File: config.mk
export PLATFORM = sky130hd
export DESIGN_NAME = x_stage
export DESIGN_NICKNAME = d
export VERILOG_FILES = /design/src/rtl/x_stage.sv
export SDC_FILE = /design/constraint.sdc
export NUM_CORES = 1
export LEC_CHECK = 0
export CORE_ASPECT_RATIO = 1.75
export CORE_MARGIN = 2
export CORE_UTILIZATION = 55
export DETAILED_ROUTE_END_ITERATION = 10
export GPL_TIMING_DRIVEN = 1
export MAX_ROUTING_LAYER = met4
export PLACE_DENSITY = 0.85
export SYNTH_ARGS = -nofsm -noshare
export SYNTH_HDL_FRONTEND = slang
export SYNTH_SLANG_ARGS = --single-unit
File: constraint.sdc
create_clock -name clk -period 6.5 [get_ports clk]
set_input_delay 0.975 -clock clk [delete_from_list [all_inputs] [get_ports clk]]
set_output_delay 0.975 -clock clk [all_outputs]
set_load 0.02 [all_outputs]
File: src/rtl/x_stage.sv
// Execute stage: ALU, branch-target adder and destination select into one output register.
// Latency: 1 cycle, outputs registered on clk. Optional SLT/SLTU under `X_STAGE_SLT_EN.
// Backpressure: none; a new instruction is accepted every cycle, no stall or handshake.
module x_stage (
    input  logic        clk,
    input  logic        rst,
    input  logic [1:0]  op,
    input  logic        reg_dst,
    input  logic        aluSrc,
    input  logic [31:0] pc,
    input  logic [31:0] immediate,
    input  logic [31:0] rs_val,
    input  logic [31:0] rt_val,
    input  logic [4:0]  rt_addr,
    input  logic [4:0]  rd_addr,
    output logic        zero,
    output logic [31:0] pc_branch,
    output logic [31:0] alu_out,
    output logic [31:0] rt_val_out,
    output logic [4:0]  reg_dst_addr
);

    localparam logic [5:0] FUNCT_ADD  = 6'h20;
    localparam logic [5:0] FUNCT_SUB  = 6'h22;
    localparam logic [5:0] FUNCT_AND  = 6'h24;
    localparam logic [5:0] FUNCT_OR   = 6'h25;
    localparam logic [5:0] FUNCT_SLT  = 6'h2A;
    localparam logic [5:0] FUNCT_SLTU = 6'h2B;

    logic [31:0] operand_b;
    logic [31:0] alu_res;
    logic [31:0] slt_res;
    logic [31:0] sltu_res;
    logic [31:0] branch_tgt;
    logic [5:0]  funct;

    assign operand_b  = aluSrc ? immediate : rt_val;
    assign funct      = immediate[5:0];
    // Word-offset branch: the two top immediate bits fall off, wrapping modulo 2^32.
    assign branch_tgt = pc + {immediate[29:0], 2'b00};

`ifdef X_STAGE_SLT_EN
    assign slt_res  = {31'd0, $signed(rs_val) < $signed(operand_b)};
    assign sltu_res = {31'd0, rs_val < operand_b};
`else
    assign slt_res  = '0;
    assign sltu_res = '0;
`endif

    always_comb begin
        alu_res = '0;
        case (op)
            2'b00: begin
                case (funct)
                    FUNCT_ADD:  alu_res = rs_val + operand_b;
                    FUNCT_SUB:  alu_res = rs_val - operand_b;
                    FUNCT_AND:  alu_res = rs_val & operand_b;
                    FUNCT_OR:   alu_res = rs_val | operand_b;
                    FUNCT_SLT:  alu_res = slt_res;
                    FUNCT_SLTU: alu_res = sltu_res;
                    default:    alu_res = '0;
                endcase
            end
            2'b01: alu_res = rs_val + operand_b;
            2'b10: alu_res = rs_val - operand_b;
            2'b11: alu_res = rs_val + operand_b;
        endcase
    end

    always_ff @(posedge clk or posedge rst) begin
        if (rst) begin
            zero         <= 1'b0;
            pc_branch    <= '0;
            alu_out      <= '0;
            rt_val_out   <= '0;
            reg_dst_addr <= '0;
        end else begin
            zero         <= (alu_res == 32'd0);
            pc_branch    <= branch_tgt;
            alu_out      <= alu_res;
            rt_val_out   <= rt_val;
            reg_dst_addr <= reg_dst ? rd_addr : rt_addr;
        end
    end

endmodule

== After elaboration in Yosys (flattened, before gate mapping) ==
Cells that the tools add are included.
W data, S select, Z words.
Cells by class
  muxes and demuxes: 4
  bitwise operators: 2
  eq/ne operators: 7
  reduce and logical (&&, ||, !) cells: 3
  add/subtract/negate cells: 3
Operators with widths (count)
  $pmux W32 S4: 1
  $pmux W32 S3: 1
  $add A32 B32 Y32: 2
  $and A32 B32 Y32: 1
  $logic_not A32 Y1: 1
  $mux W32: 1
  $or A32 B32 Y32: 1
  $sub A32 B32 Y32: 1
  $eq A6 B6 Y1 const B: 4
  $mux W5: 1
  $eq A2 B2 Y1 const B: 2
  $eq A2 B1 Y1 const B: 1
  $logic_not A2 Y1: 1
  $reduce_or A2 Y1: 1
Storage, ports and cells
  bits in registers: 102
  word-level logic and storage cells: 24
  output and inout port bits: 102
  input port bits: 144

== Longest topological paths before layout ==
Gate-level depths: netlist of the first run.
  word-level depth: 5
  depth in mapped cells: 22
  mapped depth without buffers: 16

== Worst setup path before layout of the first run ==
Ideal clock, no wire load.
  kind: in2reg
  start point: input immediate[0]
  end point: register zero
  library setup time: 96 ps
  path slack: 471 ps
  data arrival time: 5934 ps
  stages on the path: 22
  path through: buf_2 -> buf_1 -> clkbuf_1 -> buf_1 -> buf_1 -> clkbuf_1 -> mux2i_1 -> inv_1 -> ha_1 -> inv_1 -> fa_1 -> nor2b_1 -> o21ai_0 -> nor2b_1 -> o221a_2 -> o22ai_1 -> or4_1 -> or4b_1 -> or4_1 -> nor4_2 -> nand4b_1 -> nor4_2
On the way
  word-level cells in the longest chain between the ends: 5
  elaborated cells between the ends (all ways): 12
Ends and longest elaborated chain
  from (decl): RTL line 11  | input logic [31:0] immediate,
  $mux W32: RTL line 37  | assign operand_b = aluSrc ? immediate : rt_val;
  $sub A32 B32 Y32 / $add A32 B32 Y32 (equally long branches)
  $pmux W32 S4: RTL line 54  | case (funct)
  $pmux W32 S3 (*): RTL line 52  | case (op)
  via alu_res[4]: RTL line 31  | logic [31:0] alu_res;
  $logic_not A32 Y1 (*): RTL line 78  | zero <= (alu_res == 32'd0);
  to (signal assigned): RTL line 78
  to (decl): RTL line 16  | output logic zero,
Mark *: on every way through the listed nets, which the timed path passes. The rest lies on a longest branch.

== Final worst setup path of the first run ==
  start point: input aluSrc
  end point: register zero
On the way
  word-level cells in the longest chain between the ends: 5
  elaborated cells between the ends (all ways): 8
Ends and longest elaborated chain
  from (decl): RTL line 9  | input logic aluSrc,
  $mux W32 (*): RTL line 37
  $sub A32 B32 Y32 (tied with other cells): RTL line 56, 65
  $pmux W32 S4: RTL line 54
  $pmux W32 S3 (*): RTL line 52
  via alu_res[29]: RTL line 31
  $logic_not A32 Y1 (*): RTL line 78
Marks and branches as above.

==> results.cfg, run 1 <==
[grt]
grt_pass1_wl_um = 56400
grt_util_all_layers_pct = 40.2
met2_usage_pct = 73.5
grt_overflow = 0
grt_pass1_vias = 10501
groute.layer.met1.usage_pct = 34.0
top_usage_layer = met2
grt_max_degree = 66
antenna_found_initial = 0
grtUsageMet3_pct = 6.26

[synth]
synth_area_per_cell_um2 = 8.42
synth_area_leaders = dfrtp_1 26%, ha_1 18%, a21oi_1 4.4%
ys_ff_latch = 102
async_reset_ff_share_pct = 100
syn-cell-area_um2 = 9810
synth_edf_count = 0
synth_largest_area_cell = dfrtp_1
ys_types = 84
syn_inst = 1165
ys_seq_area_share_pct = 26.0
synthFlopType = dfrtp_1
synth_top_area_share_pct = 26.0
synth_nets = 1457
ys_warn_count = 0

[clocking]
cts_buffers = 9
htreeDepth = 3
ctsResizeCount = 0
clk_pin_slew_ns = 0.08
cts_tree = yes
clock_path_buffers = 2
post_cts_buffers = 0
root_buffer = clkbuf_16
hold_buffers = 0
clkSinkCount = 102

[flow_run]
drv_cap = 0

[route]
routed_wl_um = 37500
drt_iter0_drc = 623
wl_per_cell_um = 23.1
ant_nets = 0
drt_first_pass_iters = 6
via_per_inst = 6.26
drc = 0
routed-via-count = 10155

[placed_design]
dp.cells = 1607
dp_slack_ns = 0.831
dpl_cell_area_um2 = 12500
hpwl_um = 29400
io_buffers = 245
finalWeightedCongestion = 1.04

[power]
power_mw = 2.58
cellPowerDensity_nw_per_um2 = 202
vdd_drop_max_uv = 151
leakage_nw = 5.81

[floorplan]
die-area_um2 = 19000
core-area_um2 = 17500
rows = 64
ios = 246
die_w_um = 105
start_util_pct = 56.2
die_h_um = 181

[timing]
period_share_pct = 84.2
setup_viol = 0
finalHoldViolCount = 0
tightest_slew_ns = 1.22
rsz0062_at_grt = false
timing.hold.ws_ns = 1.03
tns_ns = 0
maxSlewHeadroom_pct = 17.6
maxSlewViolCount = 0
fin_crit_ns = 5.47
fmax_mhz = 183
fin_ws_ns = 1.03

[layout]
instances_no_fill = 1623
finish.utilization_pct = 73.0
final_common_cell = clkdlybuf4s50_1
drive_gt1_share_pct = 4.45
antenna_cells = 0
syn_to_final_growth_pct = 29.9
final_cell_mix = 243 x clkdlybuf4s50_1, 145 x ha_1, 111 x inv_1
stdcell_area_um2 = 12700
nets = 1679

[setup_path]
cp_max_fo = 17
crit_type = primary input to flop
max_stage_delay_ns = 0.66
critPathCaptureType = flop
cp.required_ns = 6.77
cp_cell_sequence = buf_2 > buf_4 > mux2i_1 > ha_1 > nor2b_1 > a21boi_1 > o21ai_0 > a2111oi_0 > buf_4 > o21ai_0 > a221o_1 > or4b_2 > nor4_2
startpoint_type = primary input
crit_arrival_ns = 5.74
slowest_stage = a21boi_1

[status]
status = completed

[min_path]
hold_path_class = primary input to async pin
==> sequential cells by signal, summed over array words and instances, names as in the netlist <==
| register | count |
|---|---|
| reg_dst_addr | 5 |
| alu_out | 32 |
| zero | 1 |
| pc_branch | 32 |
| rt_val_out | 32 |
==> final timing paths <==
kind                         from           end  slack (ns)  cells after the start
max in group asynchronous     rst   alu_out[30]        4.28                      3
worst max-delay path       aluSrc          zero        1.03                     13
min in group clk            pc[1]  pc_branch[1]        1.05                      1
worst min-delay path          rst  pc_branch[4]        1.03                      2
==> per-layer routing <==
layer | up-vias | part of all wire [%]
met5 | - | 0
met4 | 0 | 11
met3 | 216 | 5.8
met2 | 548 | 53
met1 | 4752 | 31
li1 | 4639 | -
==> where the power goes <==
part           internal, mW  switching (mW)  total, mW  leakage [nW]
combinational         0.531           0.737       1.27          4.46
sequential            0.726          0.0257      0.751          1.20
clock                 0.272           0.286      0.557         0.143
total                  1.53            1.05       2.58          5.81
==> area by class of cell <==
| cell class | instances | area (um2) |
|---|---|---|
| clock inverters | 6 | 62.6 |
| flip-flops and latches | 102 | 2550 |
| clock buffers | 10 | 229 |
| fillers | 1406 | 4710 |
| multi-input cells | 904 | 6650 |
| inverters | 114 | 430 |
| repair buffers | 256 | 2520 |
| well taps | 231 | 289 |
==> cells by family (layout without fill, tap and decap cells) <==
| kind of cell | count (synthesis) | after routing | synth area share, % |
|---|---|---|---|
| buffers and inverters | 159 | 386 | 6.19 |
| AO/OA/AOI/OAI | 362 | 362 | 25.2 |
| multiplexers | 44 | 44 | 4.55 |
| flip-flops | 102 | 102 | 26.0 |
| AND/OR/NAND/NOR | 313 | 313 | 15.6 |
| XOR/XNOR | 37 | 37 | 3.30 |
| adder cells (fa/ha/maj) | 148 | 148 | 19.1 |
==> worst max-delay path, delay by kind of cell <==
kind            cells  cell delay, ns
fa+ha+maj           1            0.40
compound gates      5            1.73
mux                 1            0.42
simple gates        3            1.13
buf+inv             3            1.05
==> cells in the mapped netlist, drive strengths merged (16+ instances only) <==
| library cell | n |
|---|---|
| ha | 145 |
| inv | 114 |
| dfrtp | 102 |
| nor2 | 94 |
| a21oi | 89 |
| nand2 | 70 |
| o21ai | 64 |
| mux2i | 39 |
| a21o | 30 |
| clkbuf | 30 |
| nor3 | 30 |
| xnor2 | 25 |
| nand3 | 24 |
| a211oi | 21 |
| nand2b | 18 |
| o31ai | 17 |
| o211ai | 16 |
No activity file was read; power rests on OpenSTA's default activity.
==> run 2: changes to the inputs <==
--- a/config.mk
+++ b/config.mk
@@ -7,11 +7,11 @@
 export LEC_CHECK = 0
 export CORE_ASPECT_RATIO = 1.75
 export CORE_MARGIN = 2
-export CORE_UTILIZATION = 55
+export CORE_UTILIZATION = 46
 export DETAILED_ROUTE_END_ITERATION = 10
 export GPL_TIMING_DRIVEN = 1
 export MAX_ROUTING_LAYER = met4
-export PLACE_DENSITY = 0.85
+export PLACE_DENSITY = 0.76
 export SYNTH_ARGS = -nofsm -noshare
 export SYNTH_HDL_FRONTEND = slang
 export SYNTH_SLANG_ARGS = --single-unit
==> constraint.sdc (replaced) <==
create_clock -name clk -period 4.5 [get_ports clk]
set_input_delay 0.675 -clock clk [delete_from_list [all_inputs] [get_ports clk]]
set_output_delay 0.675 -clock clk [all_outputs]
set_load 0.02 [all_outputs]
==> results.cfg, run 2 (synthesized netlist as in run 1, its figures left out) <==
[status]
status = completed

[floorplan]
die_h_um = 197
start_util_pct = 46.9
core-area_um2 = 20900
ios = 246
die_w_um = 114
die-area_um2 = 22600
rows = 70

[timing]
timing.hold.ws_ns = 0.437
fmax_mhz = 229
tns_ns = 0
finalHoldViolCount = 0
period_share_pct = 97.2
tightest_slew_ns = 0.985
maxSlewViolCount = 0
setup_viol = 0
maxSlewHeadroom_pct = 33.6
fin_crit_ns = 4.37
fin_ws_ns = 0.127

[clocking]
cts_buffers = 9
clock_path_buffers = 2
cts_tree = yes
clkSinkCount = 102
htreeDepth = 3
root_buffer = clkbuf_16
clk_pin_slew_ns = 0.10

[setup_path]
max_stage_delay_ns = 0.51
crit_type = primary input to flop
critPathCaptureType = flop
slowest_stage = or4b_4
cp_max_fo = 3
path_buf_inv = 2
crit_family = simple AND/OR/NAND/NOR gates
startpoint_type = primary input
cp.required_ns = 4.79
startpoint = immediate[2]
crit_arrival_ns = 4.66
cp_cell_sequence = clkdlybuf4s50_1 > mux2i_4 > inv_1 > ha_2 > nor2_1 > o31ai_4 > a31o_1 > a311o_1 > xor2_1 > a221o_1 > or4b_4 > or4_4 > nor4_4 > nand4b_1 > nor4_2

[route]
drc = 0
routed-via-count = 11396
wl_per_cell_um = 21.4
ant_nets = 0
routed_wl_um = 41600
drt_first_pass_iters = 5
drt_iter0_drc = 656
via_per_inst = 5.87

[placed_design]
dp.cells = 1915
io_buffers = 245
hpwl_um = 33200
dp_slack_ns = -0.531
finalWeightedCongestion = 1.09

[grt]
grt_overflow = 0
grt_pass1_wl_um = 62100
grt_util_all_layers_pct = 37.8
grt_max_degree = 66
antenna_found_initial = 1
grt_pass1_vias = 11760

[power]
cellPowerDensity_nw_per_um2 = 277
vdd_drop_max_uv = 188
leakage_nw = 7.39

[layout]
nets = 1975
syn_to_final_growth_pct = 58.6
drive_gt1_share_pct = 25.3
n_fill_cell = 1545
final_common_cell = buf_4
top_regs = alu_out: 32 flops, pc_branch: 32 flops, rt_val_out: 32 flops
final_cell_mix = 302 x buf_4, 237 x clkdlybuf4s50_1, 131 x ha_1
instances_no_fill = 1941

[flow_run]
drv_cap = 0

[min_path]
hold_path_class = primary input to flop
min_to = rt_val_out[0]
whs_path_depth = 1
hp-start = rt_val[0]
-- run 2: layout make-up --
type / count / area [um2] / area share [%]
multi-input combinational: 904 / 7110 / 45.7
timing repair buffer: 552 / 4810 / 30.9
sequential: 102 / 2550 / 16.4
inverter: 114 / 433 / 2.78
tap: 252 / 315 / 2.03
clock buffer: 10 / 239 / 1.54
clock inverter: 6 / 86.3 / 0.555
antenna: 1 / 2.50 / 0.0161
-- run 2: routing by layer --
layer | vias to the layer above | share of wire (%) | GRT usage (%)
li1 | 5236 | - | -
met1 | 5340 | 30 | 30.7
met2 | 542 | 53 | 69.6
met3 | 278 | 5.4 | 7.24
met4 | 0 | 11 | 33.7
met5 | - | 0 | -
-- run 2: power by group --
part	internal, mW	switching (mW)	total (mW)
Sequential	1.05	0.0356	1.08
Combinational	1.14	1.20	2.33
Clock	0.463	0.433	0.897
Total	2.65	1.66	4.31
-- run 2: through the flow --
| stage | area, um2 | power (mW) | util [%] |
|---|---|---|---|
| final | 15600 | 4.31 | 74.3 |
| after global routing | 15600 | 4.51 | 74.3 |
| after CTS | 15100 | 4.20 | 71.9 |
| after detailed placement | 14700 | 3.30 | 70.2 |
| after global placement | 14700 | 3.27 | 70.2 |
| after floorplan | 9900 | 2.15 | - |
-- run 2: repair_timing --
item	CTS	global route
setup endpoints to repair	1	1
endpoints found under the hold margin	0	0
hold buffers	0	0
gates cloned	0	1
resized for setup	7	85
pin swaps	0	23
buffers inserted	0	9
-- run 2: worst max-delay path by stage --
stage	depth (start not counted)	slack (ns)	to
after floorplan	20	-0.23	zero
after global placement	16	-0.46	zero
after detailed placement	16	-0.53	zero
after CTS	15	0.004	zero
after global routing	16	-0.09	zero
final	15	0.13	zero
==> run 3: changes to the inputs <==
--- a/config.mk
+++ b/config.mk
@@ -12,6 +12,7 @@
 export GPL_TIMING_DRIVEN = 1
 export MAX_ROUTING_LAYER = met4
 export PLACE_DENSITY = 0.76
+export SETUP_SLACK_MARGIN = 0.2
 export SYNTH_ARGS = -nofsm -noshare
 export SYNTH_HDL_FRONTEND = slang
 export SYNTH_SLANG_ARGS = --single-unit
==> results.cfg, run 3 (synthesized netlist as in run 1, its figures left out) <==
[timing]
period_share_pct = 95.5
fin_crit_ns = 4.30
timing.hold.ws_ns = 0.504
fmax_mhz = 233
rsz0062_at_grt = true
maxSlewHeadroom_pct = 27.4
finalHoldViolCount = 0
setup_viol = 0
maxSlewViolCount = 0
tightest_slew_ns = 1.07

[clocking]
root_buffer = clkbuf_16
cts_buffers = 9
clock_path_buffers = 2
htreeDepth = 3
clk_pin_slew_ns = 0.08
cts_tree = yes
hold_buffers = 0
clkSinkCount = 102

[power]
leakage_nw = 7.43
vdd_drop_max_uv = 182
power_mw = 4.34
cellPowerDensity_nw_per_um2 = 276

[flow_run]
drv_cap = 0

[grt]
antenna_found_initial = 1
grt_overflow = 0
grt_pass1_wl_um = 63700
grt_max_degree = 66
grt_pass1_vias = 12083
grt_util_all_layers_pct = 38.8

[setup_path]
crit_type = primary input to flop
cp.required_ns = 4.78
startpoint_type = primary input
crit_arrival_ns = 4.58
critPathCaptureType = flop
cp_max_fo = 4

[floorplan]
ios = 246
core-area_um2 = 20900
start_util_pct = 46.9
die-area_um2 = 22600
die_w_um = 114
die_h_um = 197
rows = 70

[layout]
nets = 1979
syn_to_final_growth_pct = 60.5
stdcell_area_um2 = 15700
regArea_um2 = 2550
drive_gt1_share_pct = 26.1
final_common_cell = buf_4
multi_input_area_um2 = 7250
finish.utilization_pct = 75.2
n_fill_cell = 1489
top_regs = alu_out: 32 flops, pc_branch: 32 flops, rt_val_out: 32 flops
final_cell_mix = 305 x buf_4, 234 x clkdlybuf4s50_1, 127 x ha_1

[status]
status = completed

[placed_design]
finalWeightedCongestion = 1.09
hpwl_um = 33200
dpl_cell_area_um2 = 14700
io_buffers = 245

[route]
drt_iter0_drc = 709
routed-via-count = 11489
routed_wl_um = 42000
via_per_inst = 5.91
drt_first_pass_iters = 5
ant_nets = 0
wl_per_cell_um = 21.6
drc = 0

[min_path]
hold_path_class = primary input to flop
## run 3: routing by layer
metal  track usage [%]  routed length [um]  part of all wire, %
met1              31.2               12500                   30
met4              34.2                4890                   12
met5                 -                   0                    0
met2              71.3               22200                   53
met3              8.22                2450                  5.8
## run 3: layout make-up
cell class,count,share of cell area [%]
well taps,252,2.00
flip-flops and latches,102,16.2
clock buffers,10,1.52
inverters,114,2.75
clock inverters,6,0.548
repair buffers,556,30.9
multi-input cells,904,46.1
diodes,1,0.0159
## run 3: final timing paths
check	from	endpoint	slack, ns	depth (start not counted)
setup / recovery	rt_val[9]	zero	0.20	14
hold / removal	rt_val[8]	rt_val_out[8]	0.50	1
max in group asynchronous	rst	alu_out[21]	2.90	3
min in group asynchronous	rst	rt_val_out[16]	0.70	2
## run 3: worst max-delay path, stage by stage
cell and delay (ns):
clkdlybuf4s50_1 0.53, mux2i_2 0.11, ha_1 0.37, nor2_1 0.09
a221oi_2 0.39, nor2_1 0.12, a211o_1 0.33, a311o_1 0.33
a311oi_2 0.31, o31a_1 0.21, a211oi_1 0.06, a221o_1 0.30
or4b_4 0.53, nor4_2 0.22
## run 3: repair_timing
item / in CTS / in global routing
pin swaps: 22 / 16
setup endpoints to repair: 1 / 2
resized for setup: 65 / 48
setup buffers: 9 / 3
gates cloned: 1 / 0
## run 3: through the flow
stage | setup slack (ns) | instances | setup TNS, ns
final | 0.205 | 1945 | 0
after global routing | 0.0300 | 1945 | 0
after CTS | 0.202 | 1941 | 0
after detailed placement | -0.531 | 1915 | -0.575
after global placement | -0.456 | 1915 | -0.456
after floorplan | -0.231 | 1165 | -0.231
## run 3: where the power goes
part | switching, mW | total (mW) | internal, mW
clock | 0.428 | 0.891 | 0.463
sequential | 0.0356 | 1.08 | 1.05
combinational | 1.21 | 2.37 | 1.16
total | 1.68 | 4.34 | 2.67
